===== src/rtl/seq_arith_pkg.sv =====
// Shared types and width helpers for the sequential scaled add/subtract unit.
package seq_arith_pkg;

  typedef enum logic [1:0] {
    StIdle,
    StMul,
    StFin,
    StDone
  } state_e;

  // Product accumulator width: WIDTH x K_W unsigned product never exceeds this.
  function automatic int unsigned p_width(input int unsigned width, input int unsigned k_w);
    return width + k_w;
  endfunction

  // Final add/subtract width: one extra bit so B - P is representable as signed.
  function automatic int unsigned t_width(input int unsigned width, input int unsigned k_w);
    return width + k_w + 1;
  endfunction

endpackage


===== src/rtl/addsub_n.sv =====
// N-bit ripple adder/subtractor: sum = a + (b ^ {N{sub}}) + sub, with carry-out.
module addsub_n #(
  parameter int unsigned N = 8
) (
  input  logic [N-1:0] a,
  input  logic [N-1:0] b,
  input  logic         sub,
  output logic [N-1:0] sum,
  output logic         cout
);

  logic [N-1:0] b_x;
  logic [N:0]   carry;

  assign b_x = b ^ {N{sub}};

  always_comb begin
    carry    = '0;
    sum      = '0;
    carry[0] = sub;
    for (int i = 0; i < N; i++) begin
      sum[i]       = a[i] ^ b_x[i] ^ carry[i];
      carry[i+1]   = (a[i] & b_x[i]) | (carry[i] & (a[i] ^ b_x[i]));
    end
    cout = carry[N];
  end

endmodule


===== src/rtl/seq_scaled_addsub.sv =====
// Multi-cycle B +/- K*A with overflow/borrow flag and valid/ready handshakes.
// Define SEQ_SCALED_ADDSUB_EARLY_EXIT_EN to end the multiply once the multiplier is exhausted.
module seq_scaled_addsub
  import seq_arith_pkg::*;
#(
  parameter int unsigned WIDTH = 16,
  parameter int unsigned K_W   = 4
) (
  input  logic             clk,
  input  logic             rst_n,
  input  logic             in_valid,
  output logic             in_ready,
  input  logic [WIDTH-1:0] a,
  input  logic [WIDTH-1:0] b,
  input  logic [K_W-1:0]   k,
  input  logic             sub,
  output logic             out_valid,
  input  logic             out_ready,
  output logic [WIDTH-1:0] result,
  output logic             flag
);

  localparam int unsigned PW = p_width(WIDTH, K_W);
  localparam int unsigned TW = t_width(WIDTH, K_W);

  state_e           state_q, state_d;
  logic [PW-1:0]    a_sh_q, a_sh_d;
  logic [PW-1:0]    p_q, p_d;
  logic [WIDTH-1:0] b_q, b_d;
  logic [K_W-1:0]   m_q, m_d;
  logic             sub_q, sub_d;
  logic [WIDTH-1:0] result_q, result_d;
  logic             flag_q, flag_d;

`ifndef SEQ_SCALED_ADDSUB_EARLY_EXIT_EN
  localparam int unsigned CW = $clog2(K_W + 1);
  logic [CW-1:0] cnt_q, cnt_d;
`endif

  logic [PW-1:0] mul_sum;
  logic          unused_mul_cout;
  logic [TW-1:0] fin_sum;
  logic          fin_cout;
  logic          mul_last;

  addsub_n #(
    .N(PW)
  ) u_mul_add (
    .a   (p_q),
    .b   (a_sh_q),
    .sub (1'b0),
    .sum (mul_sum),
    .cout(unused_mul_cout)
  );

  addsub_n #(
    .N(TW)
  ) u_fin_addsub (
    .a   ({{(TW - WIDTH){1'b0}}, b_q}),
    .b   ({1'b0, p_q}),
    .sub (sub_q),
    .sum (fin_sum),
    .cout(fin_cout)
  );

`ifdef SEQ_SCALED_ADDSUB_EARLY_EXIT_EN
  assign mul_last = (m_q >> 1) == '0;
`else
  assign mul_last = cnt_q == CW'(K_W - 1);
`endif

  assign in_ready  = rst_n && (state_q == StIdle);
  assign out_valid = state_q == StDone;
  assign result    = result_q;
  assign flag      = flag_q;

  always_comb begin
    state_d  = state_q;
    a_sh_d   = a_sh_q;
    p_d      = p_q;
    b_d      = b_q;
    m_d      = m_q;
    sub_d    = sub_q;
    result_d = result_q;
    flag_d   = flag_q;
`ifndef SEQ_SCALED_ADDSUB_EARLY_EXIT_EN
    cnt_d    = cnt_q;
`endif
    unique case (state_q)
      StIdle: begin
        if (in_valid && in_ready) begin
          a_sh_d  = PW'(a);
          b_d     = b;
          m_d     = k;
          sub_d   = sub;
          p_d     = '0;
`ifndef SEQ_SCALED_ADDSUB_EARLY_EXIT_EN
          cnt_d   = '0;
`endif
          state_d = StMul;
        end
      end
      StMul: begin
        if (m_q[0]) p_d = mul_sum;
        a_sh_d = a_sh_q << 1;
        m_d    = m_q >> 1;
`ifndef SEQ_SCALED_ADDSUB_EARLY_EXIT_EN
        cnt_d  = cnt_q + 1'b1;
`endif
        if (mul_last) state_d = StFin;
      end
      StFin: begin
        result_d = fin_sum[WIDTH-1:0];
        // Upper bits catch add overflow and negative results; carry-out vs sub catches borrow.
        flag_d   = (|fin_sum[TW-1:WIDTH]) | (fin_cout ^ sub_q);
        state_d  = StDone;
      end
      StDone: begin
        if (out_ready) state_d = StIdle;
      end
      default: state_d = StIdle;
    endcase
  end

  always_ff @(posedge clk or negedge rst_n) begin
    if (!rst_n) begin
      state_q  <= StIdle;
      a_sh_q   <= '0;
      p_q      <= '0;
      b_q      <= '0;
      m_q      <= '0;
      sub_q    <= 1'b0;
      result_q <= '0;
      flag_q   <= 1'b0;
`ifndef SEQ_SCALED_ADDSUB_EARLY_EXIT_EN
      cnt_q    <= '0;
`endif
    end else begin
      state_q  <= state_d;
      a_sh_q   <= a_sh_d;
      p_q      <= p_d;
      b_q      <= b_d;
      m_q      <= m_d;
      sub_q    <= sub_d;
      result_q <= result_d;
      flag_q   <= flag_d;
`ifndef SEQ_SCALED_ADDSUB_EARLY_EXIT_EN
      cnt_q    <= cnt_d;
`endif
    end
  end

endmodule


===== config.mk =====
export PLATFORM = sky130hd
export DESIGN_NAME = seq_scaled_addsub
export DESIGN_NICKNAME = d
export VERILOG_FILES = /design/src/rtl/seq_arith_pkg.sv /design/src/rtl/addsub_n.sv /design/src/rtl/seq_scaled_addsub.sv
export SDC_FILE = /design/constraint.sdc
export NUM_CORES = 1
export LEC_CHECK = 0
export CORE_ASPECT_RATIO = 1.25
export CORE_MARGIN = 4
export CORE_UTILIZATION = 45
export CTS_CLUSTER_DIAMETER = 80
export CTS_CLUSTER_SIZE = 10
export DETAILED_ROUTE_END_ITERATION = 12
export DONT_BUFFER_PORTS = 1
export GPL_ROUTABILITY_DRIVEN = 0
export GPL_TIMING_DRIVEN = 0
export HOLD_SLACK_MARGIN = 0.02
export RECOVER_POWER = 50
export SYNTH_ARGS = -nofsm -noshare
export SYNTH_HDL_FRONTEND = slang
export SYNTH_HIERARCHICAL = 1
export SYNTH_SLANG_ARGS = --single-unit

===== constraint.sdc =====
create_clock -name clk -period 12.5 [get_ports clk]
set_input_delay 1.875 -clock clk [delete_from_list [all_inputs] [get_ports clk]]
set_output_delay 1.875 -clock clk [all_outputs]
set_load 0.005 [all_outputs]

**Word level (Yosys, flattened, before mapping)**

Cells that the tools add are included.

- Register bits: 83
- Input bits: 41
- Word-level logic and storage cells: 227
- Output and inout port bits: 19

- Bitwise gates (word level): 187
- Equal/unequal tests: 8
- Mux-type cells: 13
- Add/sub/neg operators: 1
- Reductions and logical operators: 9

Operators by type and width:

| kind | number |
|---|---|
| 20-bit one-hot mux with 2 select lines | 2 |
| 1-bit XOR | 77 |
| 1-bit bitwise AND | 74 |
| 20-bit 2-to-1 mux | 3 |
| 1-bit OR | 35 |
| 20-bit by 21-bit XOR with 21-bit output | 1 |
| 2-bit one-hot mux with 4 select lines | 1 |
| 4-bit one-hot mux with 2 select lines | 1 |
| 2-bit 2-to-1 mux | 3 |
| 3-bit one-hot mux with 2 select lines | 1 |
| 3-bit AND reduction | 2 |
| 5-bit OR reduction | 1 |
| 2-bit == test, second input constant | 2 |
| 4-bit 2-to-1 mux | 1 |
| 2-bit by 1-bit != test with 1-bit output, second input constant | 2 |
| 2-bit != test, second input constant | 2 |
| 2-bit AND reduction | 2 |
| 3-bit by 1-bit adder with 3-bit output, second input constant | 1 |
| 3-bit by 2-bit == test with 1-bit output, second input constant | 1 |
| 3-bit 2-to-1 mux | 1 |
| 2-bit by 1-bit == test with 1-bit output, second input constant | 1 |
| 1-bit logical AND | 2 |
| 2-bit logical NOT | 1 |
| 2-bit nonzero test | 1 |

**Longest topological paths before layout**

Gate-level depths: netlist of run 1.

- Word-level depth: 41
- Mapped depth: 29

**Cells and area by module**

The synthesis of run 1 kept the hierarchy.

Modules (own cells, without submodules):

| module | times used | cells an instance | area an instance (µm²) | seq. area each (µm²) |
|---|---|---|---|---|
| seq_scaled_addsub | 1 | 270 | 3617.2 | 2077.0 |
| addsub_n (u_fin_addsub) | 1 | 84 | 809.5 | 0.0 |
| addsub_n (u_mul_add) | 1 | 79 | 726.9 | 0.0 |

**Worst setup path before layout of run 1**

Ideal clock, no wire load.

- Path type: reg-to-reg
- Start point: reg sub_q
- End point: reg flag_q (netlist: flag)
- Buffers on the path: 2
- Slack: 3.811 ns
- Required time: 12.368 ns
- Arrival: 8.557 ns
- Cell stages (with the launch flop): 29
- Library setup time: 0.132 ns
- Clock period less this slack: 8.689 ns
- Cell sequence: dfrtp_1 -> buf_6 -> buf_8 -> xnor2_1 -> fa_1 -> fa_1 -> fa_1 -> fa_1 -> fa_1 -> fa_1 -> fa_1 -> fa_1 -> fa_1 -> fa_1 -> fa_1 -> fa_1 -> fa_1 -> fa_1 -> fa_1 -> inv_1 -> fa_1 -> inv_1 -> fa_1 -> fa_1 -> fa_1 -> inv_1 -> fa_1 -> nor3_1 -> a31oi_1

- Longest elaborated chain between the ends: 41

Ends and longest elaborated chain:

| element | RTL line | source |
|---|---|---|
| start, declared | seq_scaled_addsub.sv:31 | `logic sub_q, sub_d;` |
| start signal, assigned | seq_scaled_addsub.sv:144 | `sub_q <= sub_d;` |
| 20-bit by 21-bit XOR with 21-bit output | addsub_n.sv:15 | `assign b_x = b ^ {N{sub}};` |
| 1-bit XOR | addsub_n.sv:23 | `carry[i+1] = (a[i] & b_x[i]) \| (carry[i] & (a[i] ^ b_x[i]));` |
| 1-bit bitwise AND | addsub_n.sv:23 |  |
| 1-bit OR | addsub_n.sv:23 |  |
| 1-bit bitwise AND | addsub_n.sv:23 |  |
| 1-bit OR | addsub_n.sv:23 |  |
| 1-bit bitwise AND | addsub_n.sv:23 |  |
| 1-bit OR | addsub_n.sv:23 |  |
| (+23 left out) | n/a |  |
| 1-bit OR | addsub_n.sv:23 |  |
| 1-bit bitwise AND | addsub_n.sv:23 |  |
| 1-bit OR | addsub_n.sv:23 |  |
| 1-bit bitwise AND (4 in a row) | addsub_n.sv:23 |  |
| 1-bit XOR (*) | addsub_n.sv:22 | `sum[i] = a[i] ^ b_x[i] ^ carry[i];` |
| net fin_sum[20] | seq_scaled_addsub.sv:42 | `logic [TW-1:0] fin_sum;` |
| 5-bit OR reduction (*) | seq_scaled_addsub.sv:115 | `flag_d = (\|fin_sum[TW-1:WIDTH]) \| (fin_cout ^ sub_q);` |
| 1-bit OR (*) | seq_scaled_addsub.sv:115 |  |
| end signal, assigned | seq_scaled_addsub.sv:146 | `flag_q <= flag_d;` |
| end, declared | seq_scaled_addsub.sv:33 | `logic flag_q, flag_d;` |

The timed path passes the listed nets; every way through them passes the cells marked *.
A chain may end at the register's enable or synchronous reset.

**Worst setup path in the final report of run 1**

Same ends and word-level chain as after synthesis.

==> flow_metrics.tcl, run 1 <==
set metrics [dict create \
    hold_buffers 0 \
    dp.cells 575 \
    remaining_drc_errors 0 \
    cts.htree.levels 3 \
    hold_path_class "reg -> reg" \
    postCtsSetupBuffers 0 \
    slowest_stage "fa_1" \
    regToRegEndpoint "flag$_DFFE_PN0P_" \
    vdd_drop_max_mv 0.1017 \
    antenna_found_initial 0 \
    avgSynthCellArea_um2 11.90 \
    ant_nets 0 \
    cts_sinks 83 \
    max_stage_delay_ns 0.42 \
    period_needed_ns 9.251 \
    synth_seq_area_share_pct 40.30 \
    hold_viol_final 0 \
    syn-cell-area_um2 5154 \
    wl_per_cell_um 15.37 \
    cpMostUsedCell "fa_1" \
    r2r-start "sub_q$_DFFE_PN0P_" \
    io_pins 60 \
    synthMostInstantiatedCell "dfrtp_1" \
    rows 43 \
    final.period_utilization_pct 74.01 \
    fmax_mhz 108.1 \
    setup_viol 0 \
    die_area_um2 13240 \
    path_max_fanout 10 \
    initial_utilization_pct 46.28 \
    grt_pass1_vias 3267 \
    holdPathStages 1 \
    synth_ff_type "dfrtp_1" \
    path_class "reg -> reg" \
    reg2reg_depth 28 \
    clock_latency_ns 0.35 \
    end_kind "flop" \
    yosysTopAreaCell "dfrtp_1" \
    viasPerCell 4.919 \
    grt_pass1_wl_mm 16.06 \
    max_slew_margin_pct 48.01 \
    synth-edff-count 0 \
    final_cell_count_no_fill 591 \
    dr.pass1.iters 4 \
    finalMaxSlewViolations 0 \
    synthTopCellsByCount "dfrtp_1 (83), inv_1 (81), mux2_2 (71)" \
    crit_path_start_kind "flop" \
    worstHoldStart "m_q[1]$_DFFE_PN0P_" \
    cts-root-buf "clkbuf_16" \
    hold_end "m_q[1]$_DFFE_PN0P_" \
    yosys.cell_types.count 31 \
    startpoint "sub_q$_DFFE_PN0P_" \
    r2r_setup_slack_ns 3.25 \
    grt_usage_pct 15.33 \
    path_clk_slew_ns 0.06 \
    grt_max_degree 87 \
    die_h_um 127.7 \
    yosys.area.top_type_share_pct 40.30 \
    worstPathArrival_ns 9.47 \
    p_total_mw 1.694 \
    die_w_um 103.7 \
    setup-tns-final_ns 0 \
    cp.required_ns 12.72 \
    cts_tree "done" \
    power.leakage_nw 2.437 \
    drt-initial-drc-count 168 \
    worstMarginPinSlew_ns 0.7799 \
    antenna_cells 0 \
    drive_gt1_share_pct 23.03 \
    power-per-cell-area_nw_per_um2 302.4 \
    postLayoutSetupSlackWorst_ns 3.249 \
    syn2layout_area_growth_pct 8.716 \
    wl_mm 9.084 \
    cts_inserted_buffers 9 \
    io_buffers 0 \
    final_core_util_pct 50.31 \
    core_um2 11140 \
    grt_remaining_overflow 0 \
    nFillCells 1007 \
    cap_violations 0 \
    synth_cells 433 \
    nets 538 \
    place_ws_ns 3.299 \
    finClkSkew_ns 0.005745 \
    vias 2907 \
    yosys-top-cells-area "dfrtp_1 (40%), mux2_2 (16%), fa_1 (15%), inv_1 (5.9%), xnor2_1 (5.6%)" \
    yosysWarnings 6 \
    synth-seq-cells 83 \
    status "completed" \
    async_flop_share_pct 100.0 \
    rsz0062_at_grt "false" \
    post_cts_resized 0 \
    cts.path.max_buffers 2 \
    dpl.hpwl_mm 7.164 \
]
==> area by class of cell <==
class                           count  area (um^2)  share of cell area [%]
Tap cell                          135        168.9                   3.015
Inverter                           82        307.8                   5.494
Buffer                             23        155.1                   2.769
Clock inverter                      7        51.30                  0.9156
Sequential cell                    83         2077                   37.07
Multi-Input combinational cell    252         2618                   46.72
Clock buffer                        9        225.2                   4.020
==> cell usage in the layout, fill, tap and decap left out, types with 3 or more instances in the layout <==
master,count
a22o_1,7
buf_2,6
buf_6,3
clkbuf_1,11
clkbuf_16,9
conb_1,8
dfrtp_1,83
fa_1,39
ha_1,7
inv_1,81
mux2_2,71
mux2i_1,4
nand2_1,20
nor2_1,4
o21ai_0,20
o31ai_1,20
xnor2_1,33
xor2_1,6
==> worst max-delay path, delay by kind of cell (launching register included) <==
family | cells | cell delay (ns)
xor gates and xnor gates | 1 | 0.11
buffers and inverters | 5 | 0.68
and+or+nand+nor | 1 | 0.18
DFF | 1 | 0.39
adders and majority gates | 20 | 7.66
AOI/OAI and AO/OA | 1 | 0.10
==> cell families after synthesis <==
| family | share of synthesized area [%] |
|---|---|
| simple gates | 2.258 |
| xor+xnor | 7.575 |
| other cells | 0.07276 |
| fa+ha+maj | 16.85 |
| mux | 16.29 |
| buf+inv | 9.323 |
| compound gates | 7.332 |
| flops | 40.30 |
==> worst max path at each step <==
stage | end
floorplan | flag$_DFFE_PN0P_
global placement | flag$_DFFE_PN0P_
detailed placement | flag$_DFFE_PN0P_
CTS | flag$_DFFE_PN0P_
global route | flag$_DFFE_PN0P_
finish | flag$_DFFE_PN0P_
==> layer usage <==
layer,part of all wire [%],routed length (um),global-route usage (%),vias to the layer above
met1,43,3927,18.57,1425
met4,2.4,218,7.903,0
met3,5.2,473,3.879,13
met5,0,0,0,-
li1,-,-,-,1408
met2,49,4465,25.54,61
==> power breakdown <==
part / switching (mW) / total [mW] / internal [mW]
Sequential: 0.107 / 0.512 / 0.405
Clock: 0.112 / 0.247 / 0.135
Combinational: 0.466 / 0.935 / 0.469
Total: 0.685 / 1.69 / 1.01
==> sequential cells by signal, summed over array words and instances, names as in the netlist <==
register / cells
sub_q: 1
cnt_q: 3
a_sh_q: 20
flag: 1
p_q: 20
result: 16
b_q: 16
state_q: 2
m_q: 4
==> through the flow <==
stage	hold WS (ns)	instance area (um^2)
after floorplan	0.4673	5180
after global placement	0.4868	5349
after detailed placement	0.4915	5349
after CTS	0.5077	5625
after global routing	0.5250	5603
final	0.5053	5603
(Power assumes the default switching activity.)
==> run 2: changes to the inputs <==
==> constraint.sdc (replaced) <==
create_clock -name clk -period 9.6 [get_ports clk]
set_input_delay 1.44 -clock clk [delete_from_list [all_inputs] [get_ports clk]]
set_output_delay 1.44 -clock clk [all_outputs]
set_load 0.005 [all_outputs]
==> flow_metrics.tcl, run 2 (synthesized netlist as in run 1, its figures left out) <==
set metrics [dict create \
    path_clk_slew_ns 0.06 \
    final.period_utilization_pct 95.15 \
    p_switching_mw 0.8925 \
    io_buffers 0 \
    antenna_found_initial 0 \
    core_um2 11140 \
    cpMostUsedCell "fa_1" \
    ant_nets 0 \
    worstMarginPinSlew_ns 0.7799 \
    seq_power_share_pct 30.2 \
    hold_viol_final 0 \
    grt_pass1_wl_mm 16.06 \
    cts-root-buf "clkbuf_16" \
    holdPathStages 1 \
    vias 2906 \
    dp.cells 575 \
    cts_sinks 83 \
    p_total_mw 2.210 \
    cts.path.max_buffers 2 \
    drt-initial-drc-count 168 \
    viasPerCell 4.917 \
    max_slew_margin_pct 48.01 \
    die_area_um2 13240 \
    cts.htree.levels 3 \
    grt_remaining_overflow 0 \
    hold_path_class "reg -> reg" \
    final_common_cell "dfrtp_1" \
    setup_viol 0 \
    period_needed_ns 9.134 \
    power_frac_comb_pct 55.3 \
    cp.required_ns 9.82 \
    place_ws_ns 0.3991 \
    final_cell_count_no_fill 591 \
    die_h_um 127.7 \
    power.leakage_nw 2.442 \
    worstPathArrival_ns 9.35 \
    wl_per_cell_um 15.37 \
    dpl.hpwl_mm 7.164 \
    syn2layout_area_growth_pct 8.861 \
    crit_path_start_kind "flop" \
    post_cts_resized 0 \
    postLayoutSetupSlackWorst_ns 0.4657 \
    final_cell_mix "dfrtp_1 (83), inv_1 (81), mux2_2 (71)" \
    power-per-cell-area_nw_per_um2 393.9 \
    cts_tree "done" \
    max_stage_delay_ns 0.42 \
    rsz0062_at_grt "false" \
    hold_ws_ns 0.5053 \
    postCtsSetupBuffers 0 \
    grt_pass1_vias 3267 \
    slowest_stage "dfrtp_1" \
    status "completed" \
    grt_usage_pct 15.33 \
    remaining_drc_errors 0 \
    reg2reg_depth 28 \
    nets 538 \
    path_class "reg -> reg" \
    top_regs "a_sh_q (20), p_q (20)" \
    cts_inserted_buffers 9 \
    rows 43 \
    p_int_mw 1.317 \
    clkPwrFrac_pct 14.6 \
    fmax_mhz 109.5 \
    die_w_um 103.7 \
    path_max_fanout 10 \
    clock_latency_ns 0.35 \
    end_kind "flop" \
    hold_buffers 0 \
    io_pins 60 \
    finClkSkew_ns 0.005745 \
    grt_max_degree 87 \
    setup-tns-final_ns 0 \
    wl_mm 9.081 \
    dr.pass1.iters 4 \
    initial_utilization_pct 46.28 \
    cap_violations 0 \
    vdd_drop_max_mv 0.1325 \
    antenna_cells 0 \
    drive_gt1_share_pct 23.25 \
    switching_share_pct 40.39 \
    finalMaxSlewViolations 0 \
]
## run 2: per-layer routing
metal  track usage [%]  vias up  part of all wire [%]
li1                  -     1408                     -
met1             18.57     1424                    43
met2             25.54       61                    49
met3             3.879       13                   5.2
met4             7.903        0                   2.4
met5                 0        -                     0
## run 2: power by group through the flow
stage,sequential (mW),clock (mW),combinational (mW)
finish,0.667,0.322,1.22
global placement,0.671,0,1.21
CTS,0.672,0.335,1.26
global route,0.694,0.353,1.43
floorplan,0.629,0,1.05
detailed placement,0.679,0,1.25
## run 2: layout make-up
| class | instances | area (um^2) |
|---|---|---|
| Sequential cell | 83 | 2077 |
| Tap cell | 135 | 168.9 |
| Buffer | 23 | 162.7 |
| Multi-Input combinational cell | 252 | 2618 |
| Fill cell | 1007 | 5527 |
| Inverter | 82 | 307.8 |
| Clock buffer | 9 | 225.2 |
| Clock inverter | 7 | 51.30 |
## run 2: path summary, 6_finish.rpt
kind | startpoint | end | slack (ns)
max | sub_q$_DFFE_PN0P_ | flag$_DFFE_PN0P_ | 0.47
max reg2reg | sub_q$_DFFE_PN0P_ | flag$_DFFE_PN0P_ | 0.47
min reg2reg | m_q[1]$_DFFE_PN0P_ | m_q[1]$_DFFE_PN0P_ | 0.51
min | m_q[1]$_DFFE_PN0P_ | m_q[1]$_DFFE_PN0P_ | 0.51
max in group asynchronous | rst_n | result[11]$_DFFE_PN0P_ | 8.71
min in group asynchronous | rst_n | result[8]$_DFFE_PN0P_ | 0.79
## run 2: through the flow
stage	util, %	cell area, um^2
detailed placement	48.03	5349
finish	50.38	5610
global placement	48.03	5349
floorplan	-	5180
CTS	50.51	5625
global route	50.38	5610
## run 2: critical path: cells and delay by family (launching register included)
| family | cells | cell delay [ns] |
|---|---|---|
| AO/OA/AOI/OAI | 1 | 0.10 |
| XOR/XNOR | 1 | 0.15 |
| adder cells (fa/ha/maj) | 20 | 7.66 |
| buffers and inverters | 5 | 0.49 |
| flip-flops | 1 | 0.42 |
| AND/OR/NAND/NOR | 1 | 0.18 |
==> run 3: changes to the inputs <==
--- a/config.mk
+++ b/config.mk
@@ -18,5 +18,4 @@
 export RECOVER_POWER = 50
 export SYNTH_ARGS = -nofsm -noshare
 export SYNTH_HDL_FRONTEND = slang
-export SYNTH_HIERARCHICAL = 1
 export SYNTH_SLANG_ARGS = --single-unit
==> flow_metrics.tcl, run 3 <==
set metrics [dict create \
    status "completed" \
    synth_seq_area_share_pct 44.79 \
    clock_latency_ns 0.34 \
    r2r_setup_slack_ns 1.11 \
    cts_tree "done" \
    initial_utilization_pct 45.88 \
    power.leakage_nw 2.321 \
    final_cell_mix "dfrtp_1 (83), inv_1 (71), mux2i_1 (47)" \
    r2r-start "sub_q$_DFFE_PN0P_" \
    postCtsSetupBuffers 0 \
    end_kind "flop" \
    viasPerCell 5.123 \
    die_area_um2 12000 \
    postLayoutSetupSlackWorst_ns 1.108 \
    avgSynthCellArea_um2 12.88 \
    nets 457 \
    yosys-top-cells-area "dfrtp_1 (45%), fa_1 (14%), mux2i_1 (10%), inv_1 (5.7%), mux2_2 (3.9%)" \
    path_buf_inv 4 \
    io_buffers 0 \
    power-per-cell-area_nw_per_um2 381.3 \
    regToRegEndpoint "flag$_DFFE_PN0P_" \
    finClkSkew_ns 0.006849 \
    final.period_utilization_pct 88.46 \
    antenna_cells 0 \
    cts_sinks 83 \
    synth_fp_nets 446 \
    synth-seq-cells 83 \
    die_h_um 121.5 \
    grt_max_degree 88 \
    max_slew_margin_pct 53.91 \
    io_pins 60 \
    place_ws_ns 1.036 \
    cp.required_ns 9.80 \
    path_clk_slew_ns 0.06 \
    drt-initial-drc-count 127 \
    hold_viol_final 0 \
    grt_remaining_overflow 0 \
    wl_mm 8.858 \
    antenna_found_initial 0 \
    hold_buffers 0 \
    synth_ff_type "dfrtp_1" \
    path_max_fanout 10 \
    die_w_um 98.80 \
    final_core_util_pct 50.71 \
    seq_area_um2 2077 \
    setup_viol 0 \
    async_flop_share_pct 100.0 \
    synthMostInstantiatedCell "dfrtp_1" \
    reg2reg_depth 27 \
    synthTopCellsByCount "dfrtp_1 (83), inv_1 (71), mux2i_1 (47)" \
    fmax_mhz 117.8 \
    worstPathArrival_ns 8.69 \
    drive_gt1_share_pct 15.16 \
    rsz0062_at_grt "false" \
    cts-root-buf "clkbuf_16" \
    core_um2 10110 \
    cap_violations 0 \
    worstHoldStart "cnt_q[0]$_DFFE_PN0P_" \
    nFillCells 881 \
    synth_cells 360 \
    vdd_drop_max_mv 0.1324 \
    period_needed_ns 8.492 \
    yosysTopAreaCell "dfrtp_1" \
    max_stage_delay_ns 0.47 \
    holdPathStages 1 \
    vias 2587 \
    rows 41 \
    path_class "reg -> reg" \
    final_cell_count_no_fill 505 \
    grt_pass1_wl_mm 14.79 \
    dp.cells 489 \
    dpl.hpwl_mm 6.501 \
    setup-tns-final_ns 0 \
    post_cts_resized 0 \
    syn2layout_area_growth_pct 10.52 \
    wl_per_cell_um 17.54 \
    synth-edff-count 0 \
    hold_end "cnt_q[0]$_DFFE_PN0P_" \
    grt_pass1_vias 2859 \
    multi_input_area_um2 2176 \
    dr.pass1.iters 4 \
    cpMostUsedCell "fa_1" \
    cp_top_family "adder cells" \
    crit_path_start_kind "flop" \
    yosys.cell_types.count 34 \
    hold_path_class "reg -> reg" \
    top_regs "a_sh_q (20), p_q (20)" \
    ant_nets 0 \
    hold_ws_ns 0.4912 \
    cts.path.max_buffers 2 \
    cts.htree.levels 3 \
    yosys.area.top_type_share_pct 44.79 \
    remaining_drc_errors 0 \
    worstMarginPinSlew_ns 0.6913 \
    finalMaxSlewViolations 0 \
    slowest_stage "or4_1" \
    syn-cell-area_um2 4637 \
    final_common_cell "dfrtp_1" \
    yosysWarnings 0 \
    grt_usage_pct 16.12 \
    cts_inserted_buffers 9 \
]
[run 3: cell types whose count changed after synthesis, sizes merged, moves of 19 or more]
cell / change
mux2: -45
mux2i: +43
o21ai: -19
o31ai: -20
xnor2: -19
[run 3: area by class of cell]
type | instances | share of cell area, %
multi-input cells | 190 | 42.46
flip-flops and latches | 83 | 40.53
inverters | 72 | 5.273
clock buffers | 11 | 4.736
well taps | 129 | 3.149
clock inverters | 5 | 1.953
plain buffers | 15 | 1.904
[run 3: report_power, final]
group / total, mW / switching (mW) / internal (mW)
registers: 0.623 / 0.109 / 0.514
logic: 0.931 / 0.476 / 0.455
clock network: 0.399 / 0.139 / 0.260
[run 3: how the worst max path moves through the flow]
stage / startpoint / endpoint / slack [ns] / cells after the start
after CTS: sub_q$_DFFE_PN0P_ / flag$_DFFE_PN0P_ / 1.03 / 27
final: sub_q$_DFFE_PN0P_ / flag$_DFFE_PN0P_ / 1.11 / 27
after floorplan: sub_q$_DFFE_PN0P_ / flag$_DFFE_PN0P_ / 1.62 / 27
after detailed placement: sub_q$_DFFE_PN0P_ / flag$_DFFE_PN0P_ / 1.04 / 27
after global placement: sub_q$_DFFE_PN0P_ / flag$_DFFE_PN0P_ / 1.11 / 27
after global routing: sub_q$_DFFE_PN0P_ / flag$_DFFE_PN0P_ / 0.65 / 27
[run 3: kinds of logic (layout without fill, tap and decap cells)]
family,Yosys count,count (layout),share of synthesized area [%]
buffers and inverters,87,103,8.095
adder cells (fa/ha/maj),45,45,17.48
AND/OR/NAND/NOR,14,14,1.673
multiplexers,73,73,17.27
flip-flops,83,83,44.79
AO/OA/AOI/OAI,37,37,6.719
XOR/XNOR,21,21,3.966
[run 3: metrics by stage]
stage	area, um^2	power (mW)
final	5125	1.954
after global routing	5125	2.142
after CTS	5141	2.001
after detailed placement	4798	1.593
after global placement	4798	1.541
after floorplan	4637	1.368
[run 3: per-layer routing]
layer | vias up | GRT usage (%) | routed length, um | share of wire, %
met5 | - | 0 | 0 | 0
met4 | 0 | 6.746 | 172 | 1.9
met3 | 11 | 5.175 | 491 | 5.5
met2 | 41 | 26.64 | 4696 | 53
met1 | 1351 | 19.33 | 3498 | 39
li1 | 1184 | - | - | -
[run 3: worst register-to-register path, delay by kind of cell (launching register included)]
kind,cells,cell delay (ns)
AND/OR/NAND/NOR,1,0.47
AO/OA/AOI/OAI,2,0.33
XOR/XNOR,1,0.23
adder cells (fa/ha/maj),19,6.40
buffers and inverters,4,0.57
flip-flops,1,0.32
==> RTL edit (config.mk and constraints of run 1) <==
The option `SEQ_SCALED_ADDSUB_EARLY_EXIT_EN` is turned on by a define.
--- a/src/rtl/seq_scaled_addsub.sv
+++ b/src/rtl/seq_scaled_addsub.sv
@@ -1,4 +1,6 @@
 // Multi-cycle B +/- K*A with overflow/borrow flag and valid/ready handshakes.
 // Define SEQ_SCALED_ADDSUB_EARLY_EXIT_EN to end the multiply once the multiplier is exhausted.
+`define SEQ_SCALED_ADDSUB_EARLY_EXIT_EN
+
 module seq_scaled_addsub
   import seq_arith_pkg::*;
Formal check against the unedited RTL: not equivalent (a bounded check fails within 4 cycles, from zero or initial values and one cycle with rst_n low).
==> RTL edit against run 1 <==
  * Sequential cell count fell by 3
  * Routed wire length is 0.29% lower
  * Cell area decreased by 0.56%
  * Synthesized area shrank 0.36%
  * Setup slack worse by 0.68 ns
  * Total power shrank 4.6%
==> RTL edit: results (changes against run 1) <==
** Run status
- Status: finished, final reports clean (unchanged).

** Worst setup path
- The critical path data arrival time was 10.14 ns (was 9.47 ns).
- The largest incremental delay on the critical path was 0.56 ns (was 0.42 ns).

** Synth
- The mux contribution to synthesized area was 16.7% (was 16.3%).
- The share of synthesized cell area in full adder, half adder and majority cells was 16.4% (was 16.8%).
- Compound-cell area share of the yosys netlist :: 5.87% (was 7.33%)
- Synth cell count leaders :: inv_1, dfrtp_1, mux2_2 (was dfrtp_1, inv_1, mux2_2)
- The xor and xnor area share after synthesis was 7.60% (was 7.57%).
- Synth area leaders: dfrtp_1, fa_1, mux2_2, inv_1, xnor2_1 (was dfrtp_1, mux2_2, fa_1, inv_1, xnor2_1).
- Fraction of the yosys area taken by sequential cells :: 39.0% (was 40.3%)
- The post-synthesis average cell area was 12.1 sq um (was 11.9 sq um).

** Place
- Post-placement worst setup slack :: 3.07 ns (was 3.30 ns)
- DP Area :: 5330 sq um (was 5350 sq um)
- The number of buffers added on ports was 0 (unchanged).
- Cell Count Post-Placement :: 565 (was 575)
- Final HPWL DP :: 7110 microns (was 7160 microns)

** Drt
- The number of DRC violations after detailed-routing iteration 0 was 115 (was 168).
- The total iterations of the first detailed-routing run is 4 (unchanged).
- The routed length per instance is 15.6 microns (was 15.4 microns).
- Average via count per standard cell :: 4.83 (was 4.92)
- The total number of vias is 2,805 (was 2,907).

** Layout
- The ratio of cells with drive above 1 in the final layout was 27.8% (was 23.0%).
- The number of nets in the layout was 526 (was 538).
- Layout fillers :: 1,005 (was 1,007)

** Timing
- Worst clock skew :: 0.00725 ns (was 0.00574 ns)
- The worst slew margin relative to its limit came to 50.4% (was 48.0%).

** Clocking
- The post-cts repair resize count came to 0 (unchanged).

** Global routing
- Pin count of the biggest net entering global routing :: 84 (was 87)
- The number of global-route vias before repair was 3,133 (was 3,267).
- The global-route wire length before repair was 15,700 microns (was 16,100 microns).
- The total routing resource utilization after global routing was 15.0% (was 15.3%).

** Power and ir drop
- The maximum vdd ir drop is 0.116 mV (was 0.102 mV).
- The leakage power is 0.00246 uW (was 0.00244 uW).
RTL edit: cell type report:
class,count,area (sq um),share of cell area (%)
plain buffers,22,159,2.85
clock buffers,9,225,4.04
clock inverters,7,48.8,0.876
inverters,100,375,6.74
multi-input cells,228,2590,46.5
flip-flops and latches,80,2000,35.9
well taps,135,169,3.03
RTL edit: power breakdown:
part	internal [uW]	switching, uW	leakage [uW]
registers	381	97.4	0.000984
clock network	134	111	0.000123
logic	456	438	0.00135
total	971	646	0.00246
RTL edit: path summary, 6_finish.rpt:
kind,cells past startpoint,endpoint,slack (ns),start
min reg2reg,1,b_q[1],0.51,b_q[1]
min,1,b_q[1],0.51,b_q[1]
max reg2reg,28,flag,2.57,sub_q
max,28,flag,2.57,sub_q
min in group asynchronous,0,result[14],1.23,rst_n
max in group asynchronous,0,p_q[3],11.15,rst_n
RTL edit: metal layers:
layer,up-vias,global-route usage [%],wire length (microns)
met5,-,0,0
met4,0,5.79,172
met3,13,4.70,462
met2,56,24.0,4280
met1,1378,19.3,4150
li1,1358,-,-
